## config.mk

```make
export PLATFORM = sky130hd
export DESIGN_NAME = input_prep_stage
export DESIGN_NICKNAME = d
export VERILOG_FILES = /design/src/rtl/input_prep_stage.sv
export SDC_FILE = /design/constraint.sdc
export NUM_CORES = 2
export LEC_CHECK = 0
export CORE_ASPECT_RATIO = 1.2
export CORE_MARGIN = 1
export CORE_UTILIZATION = 58
export CTS_CLUSTER_DIAMETER = 40
export DETAILED_ROUTE_END_ITERATION = 7
export PLACE_DENSITY = 0.79
export SKIP_LAST_GASP = 1
export SYNTH_ARGS = -nofsm -noshare
export SYNTH_HDL_FRONTEND = slang
export SYNTH_SLANG_ARGS = --single-unit
```

## constraint.sdc

```tcl
create_clock -name clk -period 16 [get_ports clk]
set_input_delay 2.4 -clock clk [delete_from_list [all_inputs] [get_ports clk]]
set_output_delay 2.4 -clock clk [all_outputs]
set_load 0.005 [all_outputs]
```

## src/rtl/input_prep_stage.sv

```systemverilog
// Operand preparation stage: fixed-point conversion, halving and squaring of two floats.
// Optional build macro STAGE1_SATURATE_EN clamps out-of-range fixed-point results (default: wrap).
module input_prep_stage #(
  parameter int FLT_DATA_WIDTH    = 32,
  parameter int CORDIC_DATA_WIDTH = 22,
  parameter int FRAC_BITS         = 20
) (
  input  logic                         clk,
  input  logic                         rst,
  input  logic                         clk_en,
  input  logic                         start,
  input  logic [FLT_DATA_WIDTH-1:0]    x_one,
  input  logic [FLT_DATA_WIDTH-1:0]    x_two,
  output logic                         done,
  output logic                         working,
  output logic [CORDIC_DATA_WIDTH-1:0] out_one,
  output logic [CORDIC_DATA_WIDTH-1:0] out_two,
  output logic [FLT_DATA_WIDTH-1:0]    half_out_one,
  output logic [FLT_DATA_WIDTH-1:0]    half_out_two,
  output logic [FLT_DATA_WIDTH-1:0]    square_out_one,
  output logic [FLT_DATA_WIDTH-1:0]    square_out_two
);

  localparam int CW = CORDIC_DATA_WIDTH;
  // Exponent thresholds for x*2^FRAC_BITS: below MIN_EXP truncates to 0, from OVF_EXP up is out of range.
  localparam logic [7:0] SHIFT_BASE = 8'(127 + 23 - FRAC_BITS);
  localparam logic [7:0] MIN_EXP    = 8'(127 - FRAC_BITS);
  localparam logic [7:0] OVF_EXP    = 8'(127 + CW - 1 - FRAC_BITS);
  localparam logic [CW-1:0] POS_MAX = {1'b0, {(CW-1){1'b1}}};
  localparam logic [CW-1:0] NEG_MIN = {1'b1, {(CW-1){1'b0}}};

  localparam logic [1:0] K_NORM = 2'd0;
  localparam logic [1:0] K_ZERO = 2'd1;
  localparam logic [1:0] K_INF  = 2'd2;
  localparam logic [1:0] K_NAN  = 2'd3;

  typedef enum logic [1:0] {S_IDLE, S_CAPTURE, S_COMPUTE, S_RESULT} state_t;

  state_t r_state;
  logic   r_done;
  logic   r_working;

  function automatic logic [CW-1:0] to_fixed(input logic [31:0] x);
    logic [7:0]    e;
    logic [23:0]   m;
    logic [CW-1:0] mag;
    logic [CW-1:0] res;
    e   = x[30:23];
    m   = {1'b1, x[22:0]};
    mag = '0;
    res = '0;
    if (e == 8'hFF) begin
      res = (x[22:0] != 23'd0) ? '0 : (x[31] ? NEG_MIN : POS_MAX);
    end else if (e >= MIN_EXP) begin
      if (e >= SHIFT_BASE) begin
        if ((e - SHIFT_BASE) < 8'(CW))
          mag = CW'({{CW{1'b0}}, m} << (e - SHIFT_BASE));
      end else begin
        mag = CW'({{CW{1'b0}}, m} >> (SHIFT_BASE - e));
      end
      res = x[31] ? -mag : mag;
`ifdef STAGE1_SATURATE_EN
      // Exactly -2^21 is still representable, so it is not clamped.
      if ((e >= OVF_EXP) && !(x[31] && (e == OVF_EXP) && (x[22:0] == 23'd0)))
        res = x[31] ? NEG_MIN : POS_MAX;
`endif
    end
    return res;
  endfunction

  function automatic logic [31:0] halve(input logic [31:0] x);
    if (x[30:23] == 8'hFF)
      return x;
    else if (x[30:23] <= 8'd1)
      return {x[31], 31'd0};
    else
      return {x[31], x[30:23] - 8'd1, x[22:0]};
  endfunction

  // p holds product bits [47:23]; ex0 is the biased exponent before normalisation.
  function automatic logic [31:0] sq_finish(input logic [24:0] p,
                                            input logic signed [10:0] ex0,
                                            input logic [1:0] kind);
    logic signed [10:0] ex;
    logic [22:0]        mant;
    ex   = ex0 + (p[24] ? 11'sd1 : 11'sd0);
    mant = p[24] ? p[23:1] : p[22:0];
    case (kind)
      K_ZERO:  return 32'h0000_0000;
      K_INF:   return 32'h7F80_0000;
      K_NAN:   return 32'h7FC0_0000;
      default: begin
        if (ex <= 11'sd0)
          return 32'h0000_0000;
        else if (ex >= 11'sd255)
          return 32'h7F80_0000;
        else
          return {1'b0, 8'(ex), mant};
      end
    endcase
  endfunction

  always_ff @(posedge clk or posedge rst) begin
    if (rst) begin
      r_state   <= S_IDLE;
      r_done    <= 1'b0;
      r_working <= 1'b0;
    end else if (clk_en) begin
      r_done <= 1'b0;
      case (r_state)
        S_IDLE: begin
          if (start) begin
            r_state   <= S_CAPTURE;
            r_working <= 1'b1;
          end
        end
        S_CAPTURE: r_state <= S_COMPUTE;
        S_COMPUTE: r_state <= S_RESULT;
        S_RESULT: begin
          r_state   <= S_IDLE;
          r_done    <= 1'b1;
          r_working <= 1'b0;
        end
        default: r_state <= S_IDLE;
      endcase
    end
  end

  logic [1:0][31:0]   w_x;
  logic [1:0][CW-1:0] w_fix;
  logic [1:0][31:0]   w_half;
  logic [1:0][31:0]   w_sq;

  assign w_x = {x_two, x_one};

  genvar gi;
  generate
    for (gi = 0; gi < 2; gi++) begin : g_lane
      logic [31:0]        r_x;
      logic [CW-1:0]      r_fix;
      logic [31:0]        r_half;
      logic [24:0]        r_prod;
      logic signed [10:0] r_exp;
      logic [1:0]         r_kind;
      logic [31:0]        r_sq;
      logic [CW-1:0]      r_fix_out;
      logic [31:0]        r_half_out;
      logic [31:0]        r_sq_out;
      logic [23:0]        w_mant;

      assign w_mant = {1'b1, r_x[22:0]};

      always_ff @(posedge clk or posedge rst) begin
        if (rst) begin
          r_x        <= '0;
          r_fix      <= '0;
          r_half     <= '0;
          r_prod     <= '0;
          r_exp      <= '0;
          r_kind     <= K_ZERO;
          r_sq       <= '0;
          r_fix_out  <= '0;
          r_half_out <= '0;
          r_sq_out   <= '0;
        end else if (clk_en) begin
          case (r_state)
            S_IDLE: begin
              if (start) r_x <= w_x[gi];
            end
            S_CAPTURE: begin
              r_fix  <= to_fixed(r_x);
              r_half <= halve(r_x);
              r_prod <= 25'((48'(w_mant) * 48'(w_mant)) >> 23);
              r_exp  <= $signed({2'b00, r_x[30:23], 1'b0}) - 11'sd127;
              if (r_x[30:23] == 8'h00)
                r_kind <= K_ZERO;
              else if (r_x[30:23] == 8'hFF)
                r_kind <= (r_x[22:0] != 23'd0) ? K_NAN : K_INF;
              else
                r_kind <= K_NORM;
            end
            S_COMPUTE: r_sq <= sq_finish(r_prod, r_exp, r_kind);
            S_RESULT: begin
              r_fix_out  <= r_fix;
              r_half_out <= r_half;
              r_sq_out   <= r_sq;
            end
            default: ;
          endcase
        end
      end

      assign w_fix[gi]  = r_fix_out;
      assign w_half[gi] = r_half_out;
      assign w_sq[gi]   = r_sq_out;
    end
  endgenerate

  assign done           = r_done;
  assign working        = r_working;
  assign out_one        = w_fix[0];
  assign out_two        = w_fix[1];
  assign half_out_one   = w_half[0];
  assign half_out_two   = w_half[1];
  assign square_out_one = w_sq[0];
  assign square_out_two = w_sq[1];

endmodule

```

==> results.md <==
* Post-synth EDFFs at 0
* DR top layer: met5
* Final Skew at 0.03545 ns
* Overall Global Routing Usage at 32.38%
* Reg clk slew, reported paths at 0.07 ns
* Relative slew slack at 21.57%
* Top cells by count, synth: 1204 x inv_1, 846 x fa_1, 604 x nand2_1, 479 x dfrtp_1, 387 x ha_1
* TritonCTS clock tree: done
* Routed wire length at 156600 um
* Launch point of the worst path: g_lane[0].r_x[8]
* Final HPWL DP at 117800 um
* Reg2reg end: g_lane[0].r_prod[23]
* Final setup TNS at 0 ns
* Number of synthesized register bits at 481
* Initial antenna violation count at 3
* Share of cells above drive strength 1 at 10.09%
* H-tree depth at 3
* Crit path capture: g_lane[0].r_prod[23]
* Slew Limit Fails at 0
* Max Fclk at 0.1078 GHz
* Metal-1 WL at 60120 um
* Unique masters post-synth at 115
* Final std cells w/o fill at 7227
* CP max stage delay at 1.06 ns
* Max_cap viols at 0
* Placed instance count at 7095
* Post-CTS resize count at 0
* Root Driver: clkbuf_16
* Largest net degree at the start of global routing at 127
* Slowest CP cell: dfrtp_1
* Flop2flop setup slack at 6.72 ns
* Worst Reg-to-Reg Cells at 25
* Routed vias at 42390
* Crit path arrival time at 9.84 ns
* Maximum clock path buffer count at 3
* Syn. warnings at 0
* Worst skew pair latency at 0.69 ns
* I/O pins at 242
* Vias per cell at 5.865
* CTS Buf Count at 71
* Full die area at 99540 um^2
* Iteration count of the initial detailed-routing pass at 8
* Avg Cell Area, Syn at 9.804 um^2
* Total congestion overflow at 0
* Final Setup Violations at 0
* Critical-path maximum fanout at 25
* Synth top area share at 29.71%
* Initial Utilization at 58.69%
* Tightest Hold Check Type: flop to flop
* Worst-margin pin slew at 1.176 ns
* Final worst-path cycle share at 57.97%
* Primary FF master, synth: dfrtp_1
* CP Launch Type: flop
* CP Capture Type: flop
* Sequential fraction of the synthesis area at 21.12%
* Cell mode on critical path: fa_1
* Antenna Nets Post-Route at 0
* Area contributors post-synth: fa_1 30%, dfrtp_1 21%, ha_1 8.5%, inv_1 7.9%, mux2_2 5.3%
* FP Rows at 125
* Die Y-Extent at 345.4 um
* Routed WL per cell at 21.66 um
* Crit path required time at 16.57 ns
* Final nets at 7199
* Core ar. at 97120 um^2
* Cts hold-fix bufs at 0
* Fin crit period at 9.276 ns
* Status: finished with violations
* DRC at 50
* Fraction of registers with async set/reset at 100.0%
* Initial drt markers at 3701
* RSZ-0062 raised after global routing: no
* Mapped Cells at 5814
* Yosys top cell by area: fa_1
* Failing checks: design-rule violations
* Count leader, synth: inv_1
* Buffers on Ports at 239
* Met2 WL at 78130 um
* Worst reg2reg startpoint: g_lane[0].r_x[8]
* Critical path class: flop to flop
* Final Hold Fails at 0
* First-pass GRT wire length at 249600 um
* Post-Syn Area at 57000 um^2
* Number of global-route vias before repair at 45520
* Routability congestion estimate at 0.9797
* Area Overhead vs Synth at 10.24%
* Routed length on met3 at 10950 um
* TritonCTS Sinks at 481
* Die Width at 288.2 um
* Postcts setup bufs at 0
* Hold_sp: g_lane[0].r_sq[0]
[cell usage in the layout, fill, tap and decap left out, types with 35 or more instances in the layout]
| cell type | n |
|---|---|
| inv_1 | 1203 |
| fa_1 | 846 |
| nand2_1 | 601 |
| dfrtp_1 | 473 |
| ha_1 | 387 |
| nor2_1 | 273 |
| mux2_2 | 268 |
| clkdlybuf4s50_1 | 239 |
| o21ai_0 | 205 |
| a21oi_1 | 140 |
| and2_1 | 131 |
| mux2i_1 | 129 |
| xnor2_1 | 90 |
| buf_4 | 77 |
| clkbuf_16 | 71 |
| a22o_1 | 59 |
| nor3_1 | 54 |
| xor2_1 | 48 |
| nand3_1 | 48 |
| mux4_2 | 46 |
| o31ai_1 | 36 |
| a21o_1 | 35 |
[state kept, by name, summed over array words and instances, names as in the netlist]
| register | flops |
|---|---|
| square_out_one | 31 |
| g_lane.r_x | 64 |
| half_out_two | 32 |
| half_out_one | 32 |
| r_state | 2 |
| out_two | 22 |
| g_lane.r_half | 64 |
| out_one | 22 |
| g_lane.r_fix | 44 |
| g_lane.r_prod | 50 |
| g_lane.r_exp | 19 |
| done | 1 |
| square_out_two | 31 |
| g_lane.r_kind | 4 |
| g_lane.r_sq | 62 |
| working | 1 |
[critical path, delay by kind of cell, from the launching register on]
kind                       cells  cell delay, ns
AOI/OAI and AO/OA              8            2.46
adders and majority gates      8            3.80
buffers and inverters          5            0.90
DFF                            1            1.06
and+or+nand+nor                4            0.96
[stage by stage]
step           hold WS (ns)  setup slack, ns  util [%]  area [um^2]
6_report             0.4711            6.724     64.70        62840
3_3_place_gp         0.4453            7.179     62.08        60290
4_1_cts              0.4725            6.873     64.70        62840
3_5_place_dp         0.4576            6.896     62.08        60290
5_1_grt              0.4886            6.299     64.70        62840
2_1_floorplan        0.4348           0.1824         -        57010
[cell families after synthesis]
group	after synthesis	synth area share (%)
AO/OA/AOI/OAI	715	8.444
other	1	0.006579
buffers and inverters	1524	10.36
AND/OR/NAND/NOR	1274	10.17
flip-flops	481	21.12
multiplexers	445	9.469
XOR/XNOR	141	2.226
adder cells (fa/ha/maj)	1233	38.21
[worst min-delay path by stage]
stage                         end  slack, ns  cells after the start
2_1_floorplan  g_lane[1].r_sq[23]       0.43                      2
3_3_place_gp   g_lane[1].r_sq[25]       0.45                      2
3_5_place_dp   g_lane[1].r_sq[27]       0.46                      2
4_1_cts        g_lane[1].r_sq[27]       0.47                      2
5_1_grt         g_lane[0].r_sq[3]       0.49                      2
6_report        g_lane[0].r_sq[0]       0.47                      2
[routing by layer]
layer	vias up	GRT usage [%]
met5	-	0
met4	4	14.79
met3	461	4.598
met2	1859	55.09
met1	21450	40.74
li1	18610	-
[final cells by class]
type	instances	area, um^2
Timing Repair Buffer	316	2970
Fill cell	7593	34280
Tap cell	1270	1589
Clock buffer	84	1896
Clock inverter	47	648.1
Inverter	1218	4579
Multi-Input combinational cell	3810	39110
Sequential cell	481	12050
Antenna cell	1	2.502
Power is left out: the tool's default activity adds up to more than one toggle a clock period on the data nets, which glitch-free logic cannot reach.
